===== config.mk =====
export PLATFORM = sky130hd
export DESIGN_NAME = shift_unit_arbiter
export DESIGN_NICKNAME = d
export VERILOG_FILES = /design/src/rtl/shift_unit_arbiter.sv
export SDC_FILE = /design/constraint.sdc
export NUM_CORES = 1
export LEC_CHECK = 0
export BUFFER_PORTS_ARGS = -buffer_cell sky130_fd_sc_hd__buf_2
export CAP_MARGIN = 10
export CORE_ASPECT_RATIO = 1.2
export CORE_UTILIZATION = 47
export DETAILED_ROUTE_END_ITERATION = 6
export PLACE_DENSITY = 0.72
export SLEW_MARGIN = 20
export SYNTH_ARGS = -nofsm -noshare
export SYNTH_HDL_FRONTEND = slang
export SYNTH_SLANG_ARGS = --single-unit

===== constraint.sdc =====
create_clock -name clk -period 4.62 [get_ports clk]
set_clock_uncertainty 0.15 [all_clocks]
set_input_delay 0.693 -clock clk [delete_from_list [all_inputs] [get_ports clk]]
set_output_delay 0.693 -clock clk [all_outputs]
set_load 0.02 [all_outputs]

===== src/rtl/shift_unit_arbiter.sv =====
`default_nettype none
// ============================================================================
// Module   : shift_unit_arbiter
// Purpose  : Shares one 32-bit barrel shifter (SLL/SRL/SRA) between two
//            valid/ready requesters. Arbitration is either round-robin or
//            fixed priority (requester 0 wins). The result sits in a
//            single-entry output register that stalls under backpressure.
// Ports    : clk                   - rising-edge clock
//            reset                 - asynchronous, active-low reset
//            reqN_valid/ready      - request handshake, N = 0,1
//            reqN_a                - shift amount (bits [4:0] used)
//            reqN_b                - data operand
//            reqN_op               - 00 SLL, 01 SRL, 11 SRA, 10 zero
//            reqN_tag              - opaque tag returned with the result
//            res_valid/ready       - result handshake
//            res_data/src/tag      - shift result, issuing requester, tag
// Revision : 1.0 - initial release
// ============================================================================
module shift_unit_arbiter #(
    parameter int TAG_W = 4,
    parameter bit RR    = 1'b1
) (
    input  logic             clk,
    input  logic             reset,

    input  logic             req0_valid,
    output logic             req0_ready,
    input  logic [31:0]      req0_a,
    input  logic [31:0]      req0_b,
    input  logic [1:0]       req0_op,
    input  logic [TAG_W-1:0] req0_tag,

    input  logic             req1_valid,
    output logic             req1_ready,
    input  logic [31:0]      req1_a,
    input  logic [31:0]      req1_b,
    input  logic [1:0]       req1_op,
    input  logic [TAG_W-1:0] req1_tag,

    output logic             res_valid,
    input  logic             res_ready,
    output logic [31:0]      res_data,
    output logic             res_src,
    output logic [TAG_W-1:0] res_tag
);

    localparam logic [1:0] OP_SLL  = 2'b00;
    localparam logic [1:0] OP_SRL  = 2'b01;
    localparam logic [1:0] OP_SRA  = 2'b11;

    typedef enum logic [0:0] {
        EMPTY = 1'b0,
        FULL  = 1'b1
    } state_t;

    state_t             state;
    state_t             state_nxt;

    logic               ptr;        // index of the last granted requester
    logic               grant0;
    logic               grant1;
    logic               slot_free;
    logic               handshake;
    logic               sel;
    logic [4:0]         sh;
    logic [31:0]        op_b;
    logic [1:0]         op;
    logic [TAG_W-1:0]   tag;
    logic [31:0]        shift_res;
    logic               unused_hi_bits;

    // Only the low five bits of the amount operands matter.
    assign unused_hi_bits = ^{req0_a[31:5], req1_a[31:5]};

    // ------------------------------------------------------------------
    // Arbitration
    // ------------------------------------------------------------------
    always_comb begin
        grant0 = 1'b0;
        grant1 = 1'b0;
        if (req0_valid && !req1_valid) begin
            grant0 = 1'b1;
        end else if (req1_valid && !req0_valid) begin
            grant1 = 1'b1;
        end else if (req0_valid && req1_valid) begin
            if (RR) begin
                // Grant whichever requester did not win last time.
                grant0 = ptr;
                grant1 = !ptr;
            end else begin
                grant0 = 1'b1;
            end
        end
    end

    assign res_valid  = (state == FULL);
    assign slot_free  = !res_valid || res_ready;

    // Gated by reset so nothing is accepted while reset is held.
    assign req0_ready = reset && slot_free && grant0;
    assign req1_ready = reset && slot_free && grant1;
    assign handshake  = req0_ready || req1_ready;

    // ------------------------------------------------------------------
    // Operand mux and shifter
    // ------------------------------------------------------------------
    assign sel  = grant1;
    assign sh   = sel ? req1_a[4:0] : req0_a[4:0];
    assign op_b = sel ? req1_b      : req0_b;
    assign op   = sel ? req1_op     : req0_op;
    assign tag  = sel ? req1_tag    : req0_tag;

    always_comb begin
        shift_res = 32'd0;
        case (op)
            OP_SLL:  shift_res = op_b << sh;
            OP_SRL:  shift_res = op_b >> sh;
            OP_SRA:  shift_res = $unsigned($signed(op_b) >>> sh);
            default: shift_res = 32'd0;
        endcase
    end

    // ------------------------------------------------------------------
    // Output-slot FSM
    // ------------------------------------------------------------------
    always_ff @(posedge clk or negedge reset) begin
        if (!reset) begin
            state <= EMPTY;
        end else begin
            state <= state_nxt;
        end
    end

    always_comb begin
        state_nxt = state;
        case (state)
            EMPTY: begin
                if (handshake) begin
                    state_nxt = FULL;
                end
            end
            FULL: begin
                // Drain with no refill empties the slot; otherwise it stays
                // full (either stalled or drained-and-refilled).
                if (res_ready && !handshake) begin
                    state_nxt = EMPTY;
                end
            end
            default: state_nxt = EMPTY;
        endcase
    end

    // ------------------------------------------------------------------
    // Result register and last-grant pointer
    // ------------------------------------------------------------------
    always_ff @(posedge clk or negedge reset) begin
        if (!reset) begin
            res_data <= 32'd0;
            res_src  <= 1'b0;
            res_tag  <= '0;
            ptr      <= 1'b1;
        end else if (handshake) begin
            res_data <= shift_res;
            res_src  <= sel;
            res_tag  <= tag;
            ptr      <= sel;
        end
    end

endmodule
`default_nettype wire


======== Word level (Yosys, flattened, before mapping) ========
Index checks and enable logic that the tools add are counted.
W data, S select, Z words.
operators by class
  equality and inequality tests ........... 2
  shifts and indexed selects .............. 3
  muxes and demuxes ....................... 14
  bitwise logic cells ..................... 1
  reduce and logical (&&, ||, !) cells .... 15
operator list
  operator              number
  $pmux W32 S3          1
  $mux W32              1
  $shl A32 B5 Y32       1
  $shr A32 B5 Y32       1
  $sshr A32 B5 Y32      1
  $mux W1               8
  $logic_and A1 B1 Y1   7
  $logic_not A1 Y1      5
  $mux W5               1
  $mux W4               1
  $eq A2 B1 Y1 const B  1
  $eq A2 B2 Y1 const B  1
  $logic_not A2 Y1      1
  $logic_or A1 B1 Y1    2
  $mux W2               1
  $pmux W1 S2           1
  $not A1 Y1            1
storage, ports and cells
  flip-flop bits (word level) ............. 39
  bits of input ports ..................... 145
  output and inout port bits .............. 40

======== Longest topological paths before layout ========
  depth in word-level cells ............... 10
  depth in mapped cells ................... 12
  depth with buffers taken out ............ 7

======== Worst setup path before layout ========
OpenSTA, ideal clock, no wires.
  path kind ............................... in2reg
  from .................................... input req1_valid
  to ...................................... register res_data[24]
  arrival time ............................ 2,522 ps
  data required time ...................... 4,344 ps
  slack ................................... 1,822 ps
  stages on the path ...................... 9
  path buffers ............................ 2
  cell sequence ........................... a21boi_1 > buf_4 > mux2i_4 > buf_4 > mux2i_1 > nor3_1 > nor3_1 > a211oi_1 > a221o_1
on the way
  cells in the longest elaborated chain, start to end .. 7
RTL lines
  item                                      RTL line  RTL
  start: declaration                        33        input logic req1_valid,
  $logic_and A1 B1 Y1                       85        end else if (req0_valid && req1_valid) begin
  $mux W1                                   85
  $mux W1                                   83        end else if (req1_valid && !req0_valid) begin
  $mux W1                                   81        if (req0_valid && !req1_valid) begin
  $mux W32 (tied with other cells)          109       assign op_b = sel ? req1_b : req0_b;
  $sshr A32 B5 Y32 (tied with other cells)  118       OP_SRA: shift_res = $unsigned($signed(op_b) >>> sh);
  $pmux W32 S3                              115       case (op)
  end signal: assignment                    163       res_data <= shift_res;
  end: declaration                          42        output logic [31:0] res_data,
Several ways; a longest one is shown, not always the timed one.
A chain may end at the register's enable or synchronous reset.

======== Worst setup path in the final report ========
  from .................................... input req0_valid
  to ...................................... register res_data[24]
on the way
  cells in the longest elaborated chain, start to end .. 7
RTL lines
  item                                                            RTL line  RTL
  start: declaration                                              26        input logic req0_valid,
  $logic_and A1 B1 Y1 / $logic_not A1 Y1 (equally long branches)  85, 83
  $mux W1 / $logic_and A1 B1 Y1 (equally long branches)           85, 83
  $mux W1                                                         83
  $mux W1                                                         81
  $mux W32 (tied with other cells)                                109
  $sshr A32 B5 Y32 (tied with other cells)                        118
  $pmux W32 S3                                                    115
Several ways; a longest one is shown, not always the timed one.

==> results.txt <==
leakage power - 3.75 nW
Final Slew Violations - 0
share of layout cells above drive strength 1 - 0.289
Internal - 0.00126 W
crit-path max FO - 15
power per cell area - 277 nW/um^2
clock root cell - clkbuf_16
RSZ-0062 raised after global routing - false
post-synthesis sequential area ratio - 0.124
I/O Pins - 185
Die Height - 144 um
Hold Path Stages - 2
Tot GR Track Use - 0.347
Setup TNS - 0 ns
dominant synthesized flop cell - dfrtp_1
async set-reset flop share out of synthesis - 1.00
Final Routed Wirelength - 30300 um
Worst setup SP type - input port
outcome - finished, final reports clean
Post-Layout Inst Area - 8730 um^2
Die X - 120 um
#FFs+latches synth - 39
Hold-fix buffers, CTS - 0
WP data arrival - 3.65 ns
multi-input combinational cell area - 6360 um^2
Worst IR Drop VDD - 140 uV
Initial Util - 0.483
Slew @ Worst Pin - 0.995 ns
Psw - 0.00116 W
core box area - 16300 um^2
worst setup margin - 0.984 ns
cts bufs inserted - 5
CTS tree - built
remaining antenna violation count - 0
post-synth top area share - 0.200
Worst-Skew Late Latency - 0.29 ns
Most common cell on crit path - nor3_1
synth top area cells - mux2i_1 20%, dfrtp_1 12%, mux2_2 9.1%, mux4_2 9.1%, nand2_1 4.7%
final-layout fill cell count - 1608
Comb pwr share - 0.635
buffer count from post-CTS setup fixing - 0
Setup WS pre-CTS - 0.774 ns
Max H-tree Level - 2
Cells after Synth - 953
fmax - 275 MHz
Antenna Cells - 0
vias per cell - 6.96
Critical Path Max Stage Delay - 0.58 ns
Min-Delay Endpoint - res_data[14]$_DFFE_PN0P_
Routed WL per cell - 24.3 um
endpoints failing hold - 0
Clk pwr share - 0.171
Resize count post-CTS - 0
final period utilization - 0.787
global-route wire length before repair - 46800 um
Std-Cell Rows - 51
min Tclk post-route - 3.64 ns
1st-iter DRT viols - 864
mapped cell area - 7890 um^2
Worst EP required - 4.64 ns
register area - 977 um^2
worst-case reg-to-reg path depth - 8
reg-to-reg slack, setup - 1.02 ns
number of synthesized flops with an enable pin - 0
die area - 17300 um^2
total number of vias - 8667
Pre-antenna DRT Iters - 6
Sw Share - 0.479
most frequent cells in the layout - 158 x mux2i_1, 128 x buf_2, 99 x nand2_1
commonest non-fill, non-tap cell in the layout - mux2i_1
largest net degree at the start of global routing - 73
synth warn - 0
Placed Area - 8550 um^2
Net Count, Synth - 1098
Clock Path Buffers - 2
min-delay src - res_data[14]$_DFFE_PN0P_
CP max stage cell - mux2i_4
Layout Area Growth over Synthesis - 10.6%
initial antenna violation count - 0
Final setup viols - 0
Crit Path Category - input port to flop
vias in the first global route - 7972
CTS sink cnt - 39
Port Buffers - 130
Slew headroom - 0.329
distinct cell type count after synthesis - 77
Synth area leader - mux2i_1
grt total ovfl - 0
max cap viols - 0
post-DP HPWL - 22800 um
mean area per synthesized cell - 8.28 um^2
FF-to-FF Start - ptr$_DFFE_PN1P_
final net count - 1178
DRC - 0
worst path cell trace - buf_2 > a21boi_4 > mux2i_4 > buf_4 > mux2i_1 > nor3_1 > nor3_1 > a211oi_1 > a221o_1
Flop pwr share - 0.195
Setup crit end kind - flop
Reg clk slew, reported paths - 0.06 ns
fin util - 0.534
R2R Path End - res_data[7]$_DFFE_PN0P_
routability congestion estimate - 0.971
class of the worst hold path - flop to flop
## synth_stat cells (18+ instances only)
cell type	count
clkbuf_1	18
buf_2	42
buf_4	19
mux2i_1	158
nor3_1	24
o21ai_0	50
nor2_1	78
nand2_1	99
a211oi_1	21
nand3_1	27
dfrtp_1	38
mux2_2	64
a21oi_1	50
a31oi_1	25
mux4_2	32
## stage by stage
stage,cells,hold slack [ns],power [W]
after floorplan,953,0.247,0.00150
after global placement,1238,0.319,0.00195
after detailed placement,1238,0.326,0.00196
after CTS,1246,0.340,0.00238
after global routing,1246,0.365,0.00253
final,1246,0.331,0.00242
## registers in the layout (all words and copies together), names as in the netlist
| name | cells |
|---|---|
| res_src | 1 |
| res_tag | 4 |
| res_data | 32 |
| ptr | 1 |
| res_valid | 1 |
## final cells by class
cell class,count,area share
Timing Repair Buffer,164,0.106
Clock buffer,6,0.0159
Clock inverter,2,0.00401
Multi-Input combinational cell,817,0.729
Tap cell,212,0.0304
Sequential cell,39,0.112
Inverter,6,0.00258
## layer usage
metal | global-route usage | share of wire | vias to the layer above | routed length [um]
met5 | 0 | 0 | - | 0
met4 | 0.152 | 0.044 | 0 | 1350
met3 | 0.0540 | 0.093 | 96 | 2820
met2 | 0.566 | 0.46 | 522 | 14000
met1 | 0.452 | 0.40 | 4215 | 12100
li1 | - | - | 3834 | -
## worst max path at each step
stage | slack [ns] | depth (start not counted) | to | from
after floorplan | 1.82 | 9 | res_data[24]$_DFFE_PN0P_ | req1_valid
after global placement | 0.85 | 9 | res_data[24]$_DFFE_PN0P_ | req0_valid
after detailed placement | 0.77 | 9 | res_data[24]$_DFFE_PN0P_ | req0_valid
after CTS | 1.08 | 9 | res_data[24]$_DFFE_PN0P_ | req0_valid
after global routing | 0.85 | 9 | res_data[24]$_DFFE_PN0P_ | req1_valid
final | 0.98 | 9 | res_data[24]$_DFFE_PN0P_ | req0_valid
## power groups by stage
stage               clock (W)  combinational (W)  sequential, W
floorplan                   0           0.000935       0.000564
finish               0.000412            0.00153       0.000470
global route         0.000429            0.00162       0.000480
CTS                  0.000415            0.00149       0.000471
global placement            0            0.00148       0.000473
detailed placement          0            0.00149       0.000477
## critical path: cells and delay by family
kind | cells | cell delay (ns)
AOI/OAI and AO/OA | 3 | 0.96
muxes | 2 | 0.96
and+or+nand+nor | 2 | 0.66
buffers and inverters | 2 | 0.37
## logic make-up (layout without fill, tap and decap cells)
group	count (synthesis)	in the layout	synth area share
AO/OA/AOI/OAI	273	273	0.234
buffers and inverters	97	178	0.0725
flip-flops	39	39	0.124
multiplexers	267	267	0.411
AND/OR/NAND/NOR	277	277	0.158
Note: power is estimated with default switching activity, not from simulation.
